File: config.mk
export PLATFORM = sky130hd
export DESIGN_NAME = uart_alu_bridge
export DESIGN_NICKNAME = d
export VERILOG_FILES = /design/src/rtl/uart_alu_bridge.sv
export SDC_FILE = /design/constraint.sdc
export NUM_CORES = 1
export LEC_CHECK = 0
export CORE_MARGIN = 2
export CORE_UTILIZATION = 45
export CTS_CLUSTER_DIAMETER = 100
export DETAILED_ROUTE_END_ITERATION = 8
export GPL_TIMING_DRIVEN = 0
export PLACE_DENSITY = 0.66
export SETUP_SLACK_MARGIN = 0.05
export SYNTH_ARGS = -nofsm -noshare
export SYNTH_HDL_FRONTEND = slang
export SYNTH_SLANG_ARGS = --single-unit
export TNS_END_PERCENT = 50
File: constraint.sdc
create_clock -name i_clk -period 2.6 [get_ports i_clk]
set_input_delay 0.52 -clock i_clk [delete_from_list [all_inputs] [get_ports i_clk]]
set_output_delay 0.52 -clock i_clk [all_outputs]
set_load 0.03 [all_outputs]
File: src/rtl/uart_alu_bridge.sv
// ---------------------------------------------------------------------------
// uart_alu_bridge
//   Pulls three-byte frames (operand A, operand B, opcode) from an RX FIFO,
//   computes one ALU result and pushes that single byte into a TX FIFO.
//   If a frame stalls partway, it is dropped after TIMEOUT_LIMIT idle cycles.
//
// Ports
//   i_clk           : clock, rising edge
//   i_reset         : synchronous active-high reset
//   i_rx_empty      : RX FIFO empty flag
//   i_data_to_read  : RX FIFO head byte (valid while i_rx_empty=0)
//   o_read_uart     : one-cycle RX pop strobe
//   i_tx_full       : TX FIFO full flag
//   o_write_uart    : one-cycle TX push strobe
//   o_data_to_write : result byte (registered)
//   o_busy          : high whenever the bridge is not waiting for operand A
//   o_op_error      : pulse when an unsupported opcode executes
//   o_timeout       : pulse when a partial frame is discarded
// ---------------------------------------------------------------------------
module uart_alu_bridge #(
    parameter int NB_DATA       = 8,
    parameter int NB_OP         = 6,
    parameter int TIMEOUT_LIMIT = 1000000,
    parameter int NB_TIMEOUT    = 20
) (
    input  logic               i_clk,
    input  logic               i_reset,
    input  logic               i_rx_empty,
    input  logic [NB_DATA-1:0] i_data_to_read,
    output logic               o_read_uart,
    input  logic               i_tx_full,
    output logic               o_write_uart,
    output logic [NB_DATA-1:0] o_data_to_write,
    output logic               o_busy,
    output logic               o_op_error,
    output logic               o_timeout
);

    typedef enum logic [2:0] {
        S_GET_A  = 3'd0,
        S_GET_B  = 3'd1,
        S_GET_OP = 3'd2,
        S_EXEC   = 3'd3,
        S_SEND   = 3'd4
    } state_t;

    localparam logic [NB_OP-1:0] OP_ADD = NB_OP'(6'h20);
    localparam logic [NB_OP-1:0] OP_SUB = NB_OP'(6'h22);
    localparam logic [NB_OP-1:0] OP_AND = NB_OP'(6'h24);
    localparam logic [NB_OP-1:0] OP_OR  = NB_OP'(6'h25);
    localparam logic [NB_OP-1:0] OP_XOR = NB_OP'(6'h26);
    localparam logic [NB_OP-1:0] OP_NOR = NB_OP'(6'h27);
    localparam logic [NB_OP-1:0] OP_SRA = NB_OP'(6'h03);
    localparam logic [NB_OP-1:0] OP_SRL = NB_OP'(6'h02);

    localparam logic [NB_TIMEOUT-1:0] TMO_MAX = NB_TIMEOUT'(TIMEOUT_LIMIT - 1);
    localparam logic [NB_TIMEOUT-1:0] TMO_ONE = NB_TIMEOUT'(1);

    state_t              state_r;
    state_t              state_next_s;
    logic [NB_DATA-1:0]  a_r;
    logic [NB_DATA-1:0]  b_r;
    logic [NB_OP-1:0]    op_r;
    logic [NB_DATA-1:0]  result_r;
    logic [NB_TIMEOUT-1:0] tmo_cnt_r;

    logic                pop_s;
    logic                push_s;
    logic                expire_s;
    logic [NB_DATA-1:0]  alu_s;
    logic                op_valid_s;

    // Next-state decode and FIFO strobes; a pop always wins over timeout expiry.
    always_comb begin
        state_next_s = state_r;
        pop_s        = 1'b0;
        push_s       = 1'b0;
        expire_s     = 1'b0;
        case (state_r)
            S_GET_A: begin
                if (!i_rx_empty) begin
                    pop_s        = 1'b1;
                    state_next_s = S_GET_B;
                end else begin
                    state_next_s = S_GET_A;
                end
            end
            S_GET_B: begin
                if (!i_rx_empty) begin
                    pop_s        = 1'b1;
                    state_next_s = S_GET_OP;
                end else if (tmo_cnt_r == TMO_MAX) begin
                    expire_s     = 1'b1;
                    state_next_s = S_GET_A;
                end else begin
                    state_next_s = S_GET_B;
                end
            end
            S_GET_OP: begin
                if (!i_rx_empty) begin
                    pop_s        = 1'b1;
                    state_next_s = S_EXEC;
                end else if (tmo_cnt_r == TMO_MAX) begin
                    expire_s     = 1'b1;
                    state_next_s = S_GET_A;
                end else begin
                    state_next_s = S_GET_OP;
                end
            end
            S_EXEC: begin
                state_next_s = S_SEND;
            end
            S_SEND: begin
                if (!i_tx_full) begin
                    push_s       = 1'b1;
                    state_next_s = S_GET_A;
                end else begin
                    state_next_s = S_SEND;
                end
            end
            default: begin
                state_next_s = S_GET_A;
            end
        endcase
    end

    // ALU; shifts use the whole of B so oversize shifts saturate naturally.
    always_comb begin
        alu_s      = '0;
        op_valid_s = 1'b1;
        case (op_r)
            OP_ADD:  alu_s = a_r + b_r;
            OP_SUB:  alu_s = a_r - b_r;
            OP_AND:  alu_s = a_r & b_r;
            OP_OR:   alu_s = a_r | b_r;
            OP_XOR:  alu_s = a_r ^ b_r;
            OP_NOR:  alu_s = ~(a_r | b_r);
            OP_SRA:  alu_s = $unsigned($signed(a_r) >>> b_r);
            OP_SRL:  alu_s = a_r >> b_r;
            default: begin
                alu_s      = '0;
                op_valid_s = 1'b0;
            end
        endcase
    end

    // State register.
    always_ff @(posedge i_clk) begin
        if (i_reset) begin
            state_r <= S_GET_A;
        end else begin
            state_r <= state_next_s;
        end
    end

    // Operand/opcode capture on each pop and result capture in S_EXEC.
    always_ff @(posedge i_clk) begin
        if (i_reset) begin
            a_r      <= '0;
            b_r      <= '0;
            op_r     <= '0;
            result_r <= '0;
        end else begin
            if (pop_s && (state_r == S_GET_A)) begin
                a_r <= i_data_to_read;
            end
            if (pop_s && (state_r == S_GET_B)) begin
                b_r <= i_data_to_read;
            end
            if (pop_s && (state_r == S_GET_OP)) begin
                op_r <= i_data_to_read[NB_OP-1:0];
            end
            if (state_r == S_EXEC) begin
                result_r <= alu_s;
            end
        end
    end

    // Idle counter: only runs while a frame is partially received.
    always_ff @(posedge i_clk) begin
        if (i_reset) begin
            tmo_cnt_r <= '0;
        end else if (pop_s || expire_s) begin
            tmo_cnt_r <= '0;
        end else if ((state_r == S_GET_B) || (state_r == S_GET_OP)) begin
            tmo_cnt_r <= tmo_cnt_r + TMO_ONE;
        end else begin
            tmo_cnt_r <= '0;
        end
    end

    // Strobes must coincide with the FIFO flags of the same cycle, so they are
    // decoded from the state register and forced low while reset is applied.
    assign o_read_uart     = pop_s & ~i_reset;
    assign o_write_uart    = push_s & ~i_reset;
    assign o_data_to_write = i_reset ? '0 : result_r;
    assign o_busy          = (state_r != S_GET_A) & ~i_reset;
    assign o_op_error      = (state_r == S_EXEC) & ~op_valid_s & ~i_reset;
    assign o_timeout       = expire_s & ~i_reset;

endmodule

======== Word level (Yosys, flattened, before mapping) ========
Cells that the tools add are included.
operators by class
  divide/modulo/power cells ............... 0
  $mul .................................... 0
  eq/ne operators ......................... 13
  order comparisons ....................... 0
  reduce and logical (&&, ||, !) cells .... 11
  shift-type cells ........................ 2
  bitwise operators ....................... 13
  add/sub/neg operators ................... 3
  mux-type cells .......................... 17
operator list
  operator               number
  $pmux 8 s8             1
  $eq 6x6->1 const B     6
  $add 20x1->20 const B  1
  $eq 20x20->1 const B   1
  $pmux 3 s5             1
  $eq 6x2->1 const B     2
  $mux 1                 10
  $add 8x8->8            1
  $and 8x8->8            1
  $mux 8                 1
  $not 8->8              1
  $or 8x8->8             1
  $reduce_or 8->1        1
  $shr 8x8->8            1
  $sshr 8x8->8           1
  $sub 8x8->8            1
  $xor 8x8->8            1
  $and 1x1->1            6
  $eq 3x2->1 const B     2
  $mux 2                 3
  $reduce_or 3->1        2
  $eq 3x1->1 const B     1
  $eq 3x3->1 const B     1
  $logic_and 1x1->1      3
  other kinds (6)        9
storage, ports and cells
  memory bits (read-only) ................. 0
  word-level logic and storage cells ...... 65
  input port bits ......................... 12
  memory bits (writable) .................. 0
  output and inout port bits .............. 13
  bits in registers ....................... 53
  memories ................................ 0
  bits in latches ......................... 0

======== Longest topological paths before layout ========
Gate-level depths: netlist (run 1).
  depth after elaboration ................. 6
  mapped depth ............................ 13
  gate-level depth less buffers ........... 12

======== Least setup slack after synthesis (run 1) ========
OpenSTA, ideal clock, no wires.
  kind .................................... input to output
  start point ............................. input port i_reset
  end point ............................... output port o_read_uart
  path buffers ............................ 1
  data required time ...................... 2.080 ns
  setup slack ............................. -0.182 ns
  stages on the path ...................... 2
  data arrival time ....................... 2.262 ns
  path through ............................ clkbuf_1 a2111oi_0
on the way
  cells in the longest elaborated chain, start to end .. 2
ends and longest elaborated chain
  what             RTL line  RTL
  start, declared  27        input logic i_reset,
  $not 1->1        194       assign o_read_uart = pop_s & ~i_reset;
  $and 1x1->1      194
  end, declared    30        output logic o_read_uart,
No other way between the ends.

======== Worst setup path after layout (run 1) ========
  start point ............................. register op_r[3]
  end point ............................... register result_r[4]
on the way
  cells in the longest elaborated chain, start to end .. 2
  elaborated cells on any way between the ends .. 9
  those cells by class .................... eq/ne: 8; mux: 1
ends and longest elaborated chain
  what                                      RTL line  RTL
  start, declared                           63        logic [NB_OP-1:0] op_r;
  start signal, assigned                    171       op_r <= i_data_to_read[NB_OP-1:0];
  $eq 6x2->1 or $eq 6x6->1 (tied branches)  131       case (op_r)
  $pmux 8 s8 (*)                            131
  end signal, assigned                      174       result_r <= alu_s;
  end, declared                             64        logic [NB_DATA-1:0] result_r;
Every way passes the cells marked *; elsewhere a longest branch is shown, timed or not.
A chain may end at the register's enable or synchronous reset.

==> results of run 1 <==
how the worst min path moves through the flow:
stage                                        from                       to  slack, ns  depth (start not counted)
after global placement    tmo_cnt_r[0]$_SDFF_PP0_  tmo_cnt_r[0]$_SDFF_PP0_       0.46                          1
after floorplan           tmo_cnt_r[0]$_SDFF_PP0_  tmo_cnt_r[0]$_SDFF_PP0_       0.44                          1
after global routing      tmo_cnt_r[0]$_SDFF_PP0_  tmo_cnt_r[0]$_SDFF_PP0_       0.53                          1
after CTS                 tmo_cnt_r[0]$_SDFF_PP0_  tmo_cnt_r[0]$_SDFF_PP0_       0.50                          1
after detailed placement  tmo_cnt_r[0]$_SDFF_PP0_  tmo_cnt_r[0]$_SDFF_PP0_       0.47                          1
final                     tmo_cnt_r[0]$_SDFF_PP0_  tmo_cnt_r[0]$_SDFF_PP0_       0.49                          1
worst max-delay path: cells and delay by family (launching register included):
family                   cells  cell delay (ns)
AND/OR/NAND/NOR              5             1.02
flip-flops                   1             0.36
AO/OA/AOI/OAI                3             0.61
buffers and inverters        1             0.15
adder cells (fa/ha/maj)      1             0.37
XOR/XNOR                     1             0.12
registers in the layout (all words and copies together) (netlist names):
signal,cells
result_r,8
b_r,8
tmo_cnt_r,20
op_r,6
a_r,8
state_r,3
stage by stage:
step | hold slack (ns) | util (%) | std cells
floorplan | 0.438 | - | 475
global placement | 0.457 | 50.1 | 603
detailed placement | 0.471 | 50.1 | 603
CTS | 0.498 | 53.5 | 621
global route | 0.532 | 55.0 | 627
finish | 0.491 | 55.0 | 627
timing repair:
item / in CTS / in global routing
endpoints found under the hold margin: 0 / 0
pin swaps: 13 / 8
hold buffers: 0 / 0
setup endpoints to repair: 19 / 7
gates resized for setup: 51 / 21
buffers inserted: 10 / 6
synth_stat cells (10+ instances only):
cell and n:
nor2_1 71, dfxtp_1 53, nand2_1 41, a21oi_1 28, mux2i_1 27, ha_1 25
xnor2_1 21, nand3_1 20, clkbuf_1 19, inv_1 19, xor2_1 16, o21ai_0 12
nor2b_1 11, nor3_1 10, o21ai_1 10
final cells by class:
| type | instances | area (sq um) | area share [%] |
|---|---|---|---|
| Buffer | 25 | 128 | 2.87 |
| Inverter | 23 | 86.3 | 1.94 |
| Multi-Input combinational cell | 374 | 2580 | 58.0 |
| Clock buffer | 5 | 68.8 | 1.55 |
| Tap cell | 105 | 131 | 2.95 |
| Timing Repair Buffer | 39 | 358 | 8.04 |
| Clock inverter | 3 | 25.0 | 0.562 |
| Sequential cell | 53 | 1070 | 24.1 |
where the power goes:
part / internal [mW] / switching [mW]
registers: 0.828 / 0.0328
logic: 0.240 / 0.291
clock network: 0.195 / 0.305
per-layer routing:
metal	vias up	routed length [um]	track usage (%)
li1	1752	-	-
met3	32	507	3.91
met5	-	0	0
met2	100	5140	43.2
met4	0	439	11.2
met1	1685	4270	27.8
kinds of logic after synthesis:
logic type               count (synthesis)
AO/OA/AOI/OAI                           91
XOR/XNOR                                37
adder cells (fa/ha/maj)                 26
buffers and inverters                   48
flip-flops                              53
multiplexers                            29
AND/OR/NAND/NOR                        191
==> results.md, run 1 <==
- Routed Antenna Nets: 0
- TritonCTS clock tree: built
- Layout cell share with drive strength beyond 1: 14.6%
- Routed wire length: 10400 um
- Most common cell after layout, fill and taps aside: nor2_1
- First-pass GRT wire length: 16800 um
- Worst slew margin: 39.0%
- Lkg Pwr: 1.62 nW
- Tot Pwr: 1.89 mW
- Period minus WS final: 2.74 ns
- Crit path from: op_r[3]$_SDFFE_PP0P_
- Cell Chain, Critical Path: or4b_4, nor2_4, buf_4, nor2_2, xnor2_1, ha_1, nor2b_4, nor3_4, o21ai_2, o21ai_2, a211o_1
- Chip width: 94.6 um
- R2r worst-path depth: 11
- Post-synthesis mux area share: 7.92%
- Simple-gate share of the synthesized area: 24.9%
- Final Net Count: 559
- Crit end category: register
- Worst slew pin tran: 0.908 ns
- Clock Sinks: 53
- RR Startpoint: op_r[3]$_SDFFE_PP0P_
- I/O pin count: 25
- Fin crit share: 106%
- CP max stage cell: or4b_4
- Violated checks: negative setup slack
- DRC: 0
- Share of the synthesized area in the top cell type: 28.7%
- Commonest non-fill, non-tap cells in the layout: 67 x nor2_1, 49 x dfxtp_1, 41 x nand2_1
- Worst Setup EP: result_r[4]$_SDFFE_PP0N_
- Peak Freq: 364 MHz
- Depth of the CTS H-tree: 2
- Fillers: 796
- Worst skew pair latency: 0.32 ns
- Yosys top cell by area: dfxtp_1
- R2R setup slack: -0.14 ns
- Fin. Hold Viols: 0
- XOR/XNOR Fraction of Synth Area: 8.77%
- Largest family of logic cells by synthesized area: simple AND/OR/NAND/NOR gates
- Peak supply drop: 0.313 mV
- Top cells by area, synth: dfxtp_1 29%, ha_1 8.5%, mux2i_1 7.3%
- Overall Global Routing Usage: 24.1%
- Clock-pin slew on the worst setup and hold paths: 0.11 ns
- Setup tns final: -0.431 ns
- Max Slew Vio Count: 0
- Clk root buf: clkbuf_8
- Library cells used by synthesis: 57
- Antenna diodes: 0
- Vias/cell: 5.69
- Clk_skew: 0.0134 ns
- Cells after Synth: 475
- Post-synth top flop: dfxtp_1
- Cell mode on critical path: o21ai_2
- Yosys warns: 0
- Max Buffers Root-to-Sink: 2
- Largest net degree at the start of global routing: 19
- Initial antenna violation count: 0
- WP data arrival: 2.96 ns
- Synth Area in Compound Gates: 15.6%
- Power Dens Cells: 425 mW/mm^2
- Design area: 0.00445 sq mm
- Detailed-placement wirelength estimate: 7620 um
- Slowest cell delay on critical path: 0.57 ns
- HP Class: register to register
- Sequential area share after synthesis: 28.7%
- Core Rows: 33
- Die area: 0.00895 sq mm
- Max Cap Viol: 0
- CP Launch Type: register
- Die Ht: 94.6 um
- RSZ-0062 raised after global routing: yes
- Final setup vio count: 4
- Routed vias: 3569
- Initial Util: 45.7%
- Outcome: finished with violations
- Post-Synthesis Cell Area: 0.00369 sq mm
- Gpl congestion: 1.03
- Setup WS post-layout: -0.144 ns
- Iteration-0 DRC Markers: 145
- CTS buffer count: 5
- Critical path required time: 2.82 ns
- Dpl cell area: 0.00406 sq mm
- Async SR Flop Fraction: 0%
- WL/cell: 16.5 um
- Pre-CTS setup slack: -1.05 ns
- Total grt overflow: 0
- Post-synthesis adder-cell area fraction: 9.01%
- Syn_area_per_cell: 7.78 sq um
- Synth-to-layout area growth: 20.5%
- Synthesized net count: 513
- Pre-antenna DRT Iters: 4
- Worst r2r dst: result_r[4]$_SDFFE_PP0N_
- Seq cells post-synth: 53
- Core ar.: 0.00809 sq mm
- Vias in the first global route: 3502
- Critical path class: register to register
- IO Port Bufs: 23
- Critical Path Fanout Max: 4
- Post-synth EDFFs: 0
Note: power is estimated with default switching activity, not from simulation.
==> run 2: changes to the inputs <==
--- a/config.mk
+++ b/config.mk
@@ -11,7 +11,7 @@
 export DETAILED_ROUTE_END_ITERATION = 8
 export GPL_TIMING_DRIVEN = 0
 export PLACE_DENSITY = 0.66
-export SETUP_SLACK_MARGIN = 0.05
+export SETUP_SLACK_MARGIN = 0.5
 export SYNTH_ARGS = -nofsm -noshare
 export SYNTH_HDL_FRONTEND = slang
 export SYNTH_SLANG_ARGS = --single-unit
==> run 2 against run 1 <==
Against the previous run: the run still ends with negative setup slack left; final cell count is 0.64% lower; first-iteration DRC count is 23% lower; worst setup slack better by 0.030 ns; combinational power is 4% higher; clock skew hardly changed; critical path depth is 1 higher; sequential share of layout area is 0.24 points higher; highest routed layer unchanged.
==> results.md, run 2 (same netlist as run 1, synthesis figures left out) <==
- Outcome: finished with violations
- Violated checks: negative setup slack
- Core Rows: 33
- CP max stage cell: or4b_4
- Fin crit share: 104%
- Die Ht: 94.6 um
- Routed wire length: 10300 um
- Peak Freq: 369 MHz
- M2 GR Usage: 43.9%
- HP Class: register to register
- Critical Path Fanout Max: 5
- WP buf/inv: 2
- Setup tns final: -0.217 ns
- GRT busiest layer: met2
- Multi-input gate area: 0.00264 sq mm
- Power Dens Cells: 428 mW/mm^2
- Clk root buf: clkbuf_8
- WL/cell: 16.5 um
- Clk_skew: 0.0135 ns
- Final Net Count: 555
- Non-filler instance count after layout: 623
- Clock Sinks: 53
- Clock-pin slew on the worst setup and hold paths: 0.11 ns
- Met1 Usage GRT: 28.2%
- Reg with most FFs: tmo_cnt_r
- Final setup vio count: 3
- RSZ-0062 raised after global routing: yes
- Chip width: 94.6 um
- CP Launch Type: register
- Gpl congestion: 0.943
- I/O pin count: 25
- Met3 Track Usage GR: 3.27%
- Pre-CTS setup slack: -1.14 ns
- Pre-antenna DRT Iters: 5
- IO Port Bufs: 23
- Worst slew margin: 38.0%
- Cells after DPL: 603
- Routed Antenna Nets: 0
- Peak supply drop: 0.259 mV
- Cell Chain, Critical Path: or4b_4, nor2_4, a21oi_2, xnor2_1, ha_1, o2111ai_1, nand3_1, buf_4, buf_4, nor2_4, xor2_2, o311ai_1
- Max Buffers Root-to-Sink: 2
- TritonCTS clock tree: built
- Switching share of total power: 33.5%
- Overall Global Routing Usage: 23.9%
- Largest net degree at the start of global routing: 20
- Fin. Hold Viols: 0
- Initial Util: 45.7%
- Detailed-placement wirelength estimate: 7760 um
- Crit end category: register
- Setup WS post-layout: -0.113 ns
- Most common cell after layout, fill and taps aside: nor2_1
- Iteration-0 DRC Markers: 112
- Routed vias: 3445
- First-pass GRT wire length: 16800 um
- Total grt overflow: 0
- Core ar.: 0.00809 sq mm
- Commonest non-fill, non-tap cells in the layout: 66 x nor2_1, 41 x nand2_1, 37 x dfxtp_1
- Max Cap Viol: 0
- Net switching power: 645 uW
- Reg area: 0.00109 sq mm
- Period minus WS final: 2.71 ns
- Clock power share: 26.8%
- CTS buffer count: 5
- Worst slew pin tran: 0.923 ns
- Comb pwr share: 28.6%
- Hold Slack: 0.451 ns
- Lkg Pwr: 1.66 nW
- Fillers: 779
- Register share of total power: 44.6%
- Vias/cell: 5.53
- Internal power: 1.28 mW
- Critical path required time: 2.84 ns
- Tot Pwr: 1.93 mW
- Antenna diodes: 0
- Initial antenna violation count: 0
- Layout cell share with drive strength beyond 1: 18.1%
- Max FFs per register: 20
- CP top delay family: simple AND/OR/NAND/NOR gates
- Die area: 0.00895 sq mm
- WP data arrival: 2.95 ns
- Worst skew pair latency: 0.33 ns
- Vias in the first global route: 3419
- Depth of the CTS H-tree: 2
- Synth-to-layout area growth: 21.8%
- DRC: 0
- Critical path class: register to register
- Max Slew Vio Count: 0
- Slowest cell delay on critical path: 0.58 ns
-- run 2: layout make-up --
cell class,instances,area share [%]
plain buffers,25,3.56
clock buffers,5,1.53
clock inverters,3,0.639
inverters,23,1.92
multi-input cells,374,58.6
flip-flops and latches,53,24.3
well taps,105,2.92
repair buffers,35,6.53
-- run 2: repair_timing --
action	CTS	global route
pin swaps	15	5
hold buffers	0	0
setup buffers	11	1
endpoints found under the setup margin	40	11
gates resized for setup	96	22
-- run 2: power by group through the flow --
stage               Sequential, mW  Combinational, mW  Clock (mW)
floorplan                    0.867              0.338           0
global placement             0.878              0.445           0
detailed placement           0.879              0.454           0
CTS                          0.860              0.516       0.524
global route                 0.863              0.602       0.550
finish                       0.859              0.551       0.516
-- run 2: final timing paths --
| path | startpoint | to | slack, ns | depth (start not counted) |
|---|---|---|---|---|
| worst max-delay path | op_r[3]$_SDFFE_PP0P_ | result_r[5]$_SDFFE_PP0N_ | -0.11 | 12 |
| worst min-delay path | tmo_cnt_r[0]$_SDFF_PP0_ | tmo_cnt_r[0]$_SDFF_PP0_ | 0.45 | 1 |
| worst max register to register | op_r[3]$_SDFFE_PP0P_ | result_r[5]$_SDFFE_PP0N_ | -0.11 | 12 |
| worst min register to register | tmo_cnt_r[0]$_SDFF_PP0_ | tmo_cnt_r[0]$_SDFF_PP0_ | 0.45 | 1 |
-- run 2: worst reg2reg max path, cell delays in order (launching register included) --
cell and delay [ns]:
dfxtp_4 0.38, or4b_4 0.58, nor2_4 0.16, a21oi_2 0.05, xnor2_1 0.15, ha_1 0.38
o2111ai_1 0.10, nand3_1 0.14, buf_4 0.15, buf_4 0.13, nor2_4 0.10, xor2_2 0.09
o311ai_1 0.23
-- run 2: layer usage --
layer	share of wire, %	routed length, um	up-vias
met2	51	5220	65
met3	3.0	305	24
met4	3.4	345	0
met5	0	0	-
met1	43	4390	1615
li1	-	-	1741
-- run 2: per-stage QoR --
step	cell area, sq um	util, %
final	4500	55.6
after global routing	4500	55.6
after CTS	4400	54.3
after detailed placement	4090	50.5
after global placement	4090	50.5
after floorplan	3730	-
==> run 3: changes to the inputs <==
--- a/config.mk
+++ b/config.mk
@@ -5,6 +5,7 @@
 export SDC_FILE = /design/constraint.sdc
 export NUM_CORES = 1
 export LEC_CHECK = 0
+export CAP_MARGIN = 25
 export CORE_MARGIN = 2
 export CORE_UTILIZATION = 45
 export CTS_CLUSTER_DIAMETER = 100
==> results of run 3 <==
The final DEF is identical to that of run 2; final timing and power are the same.
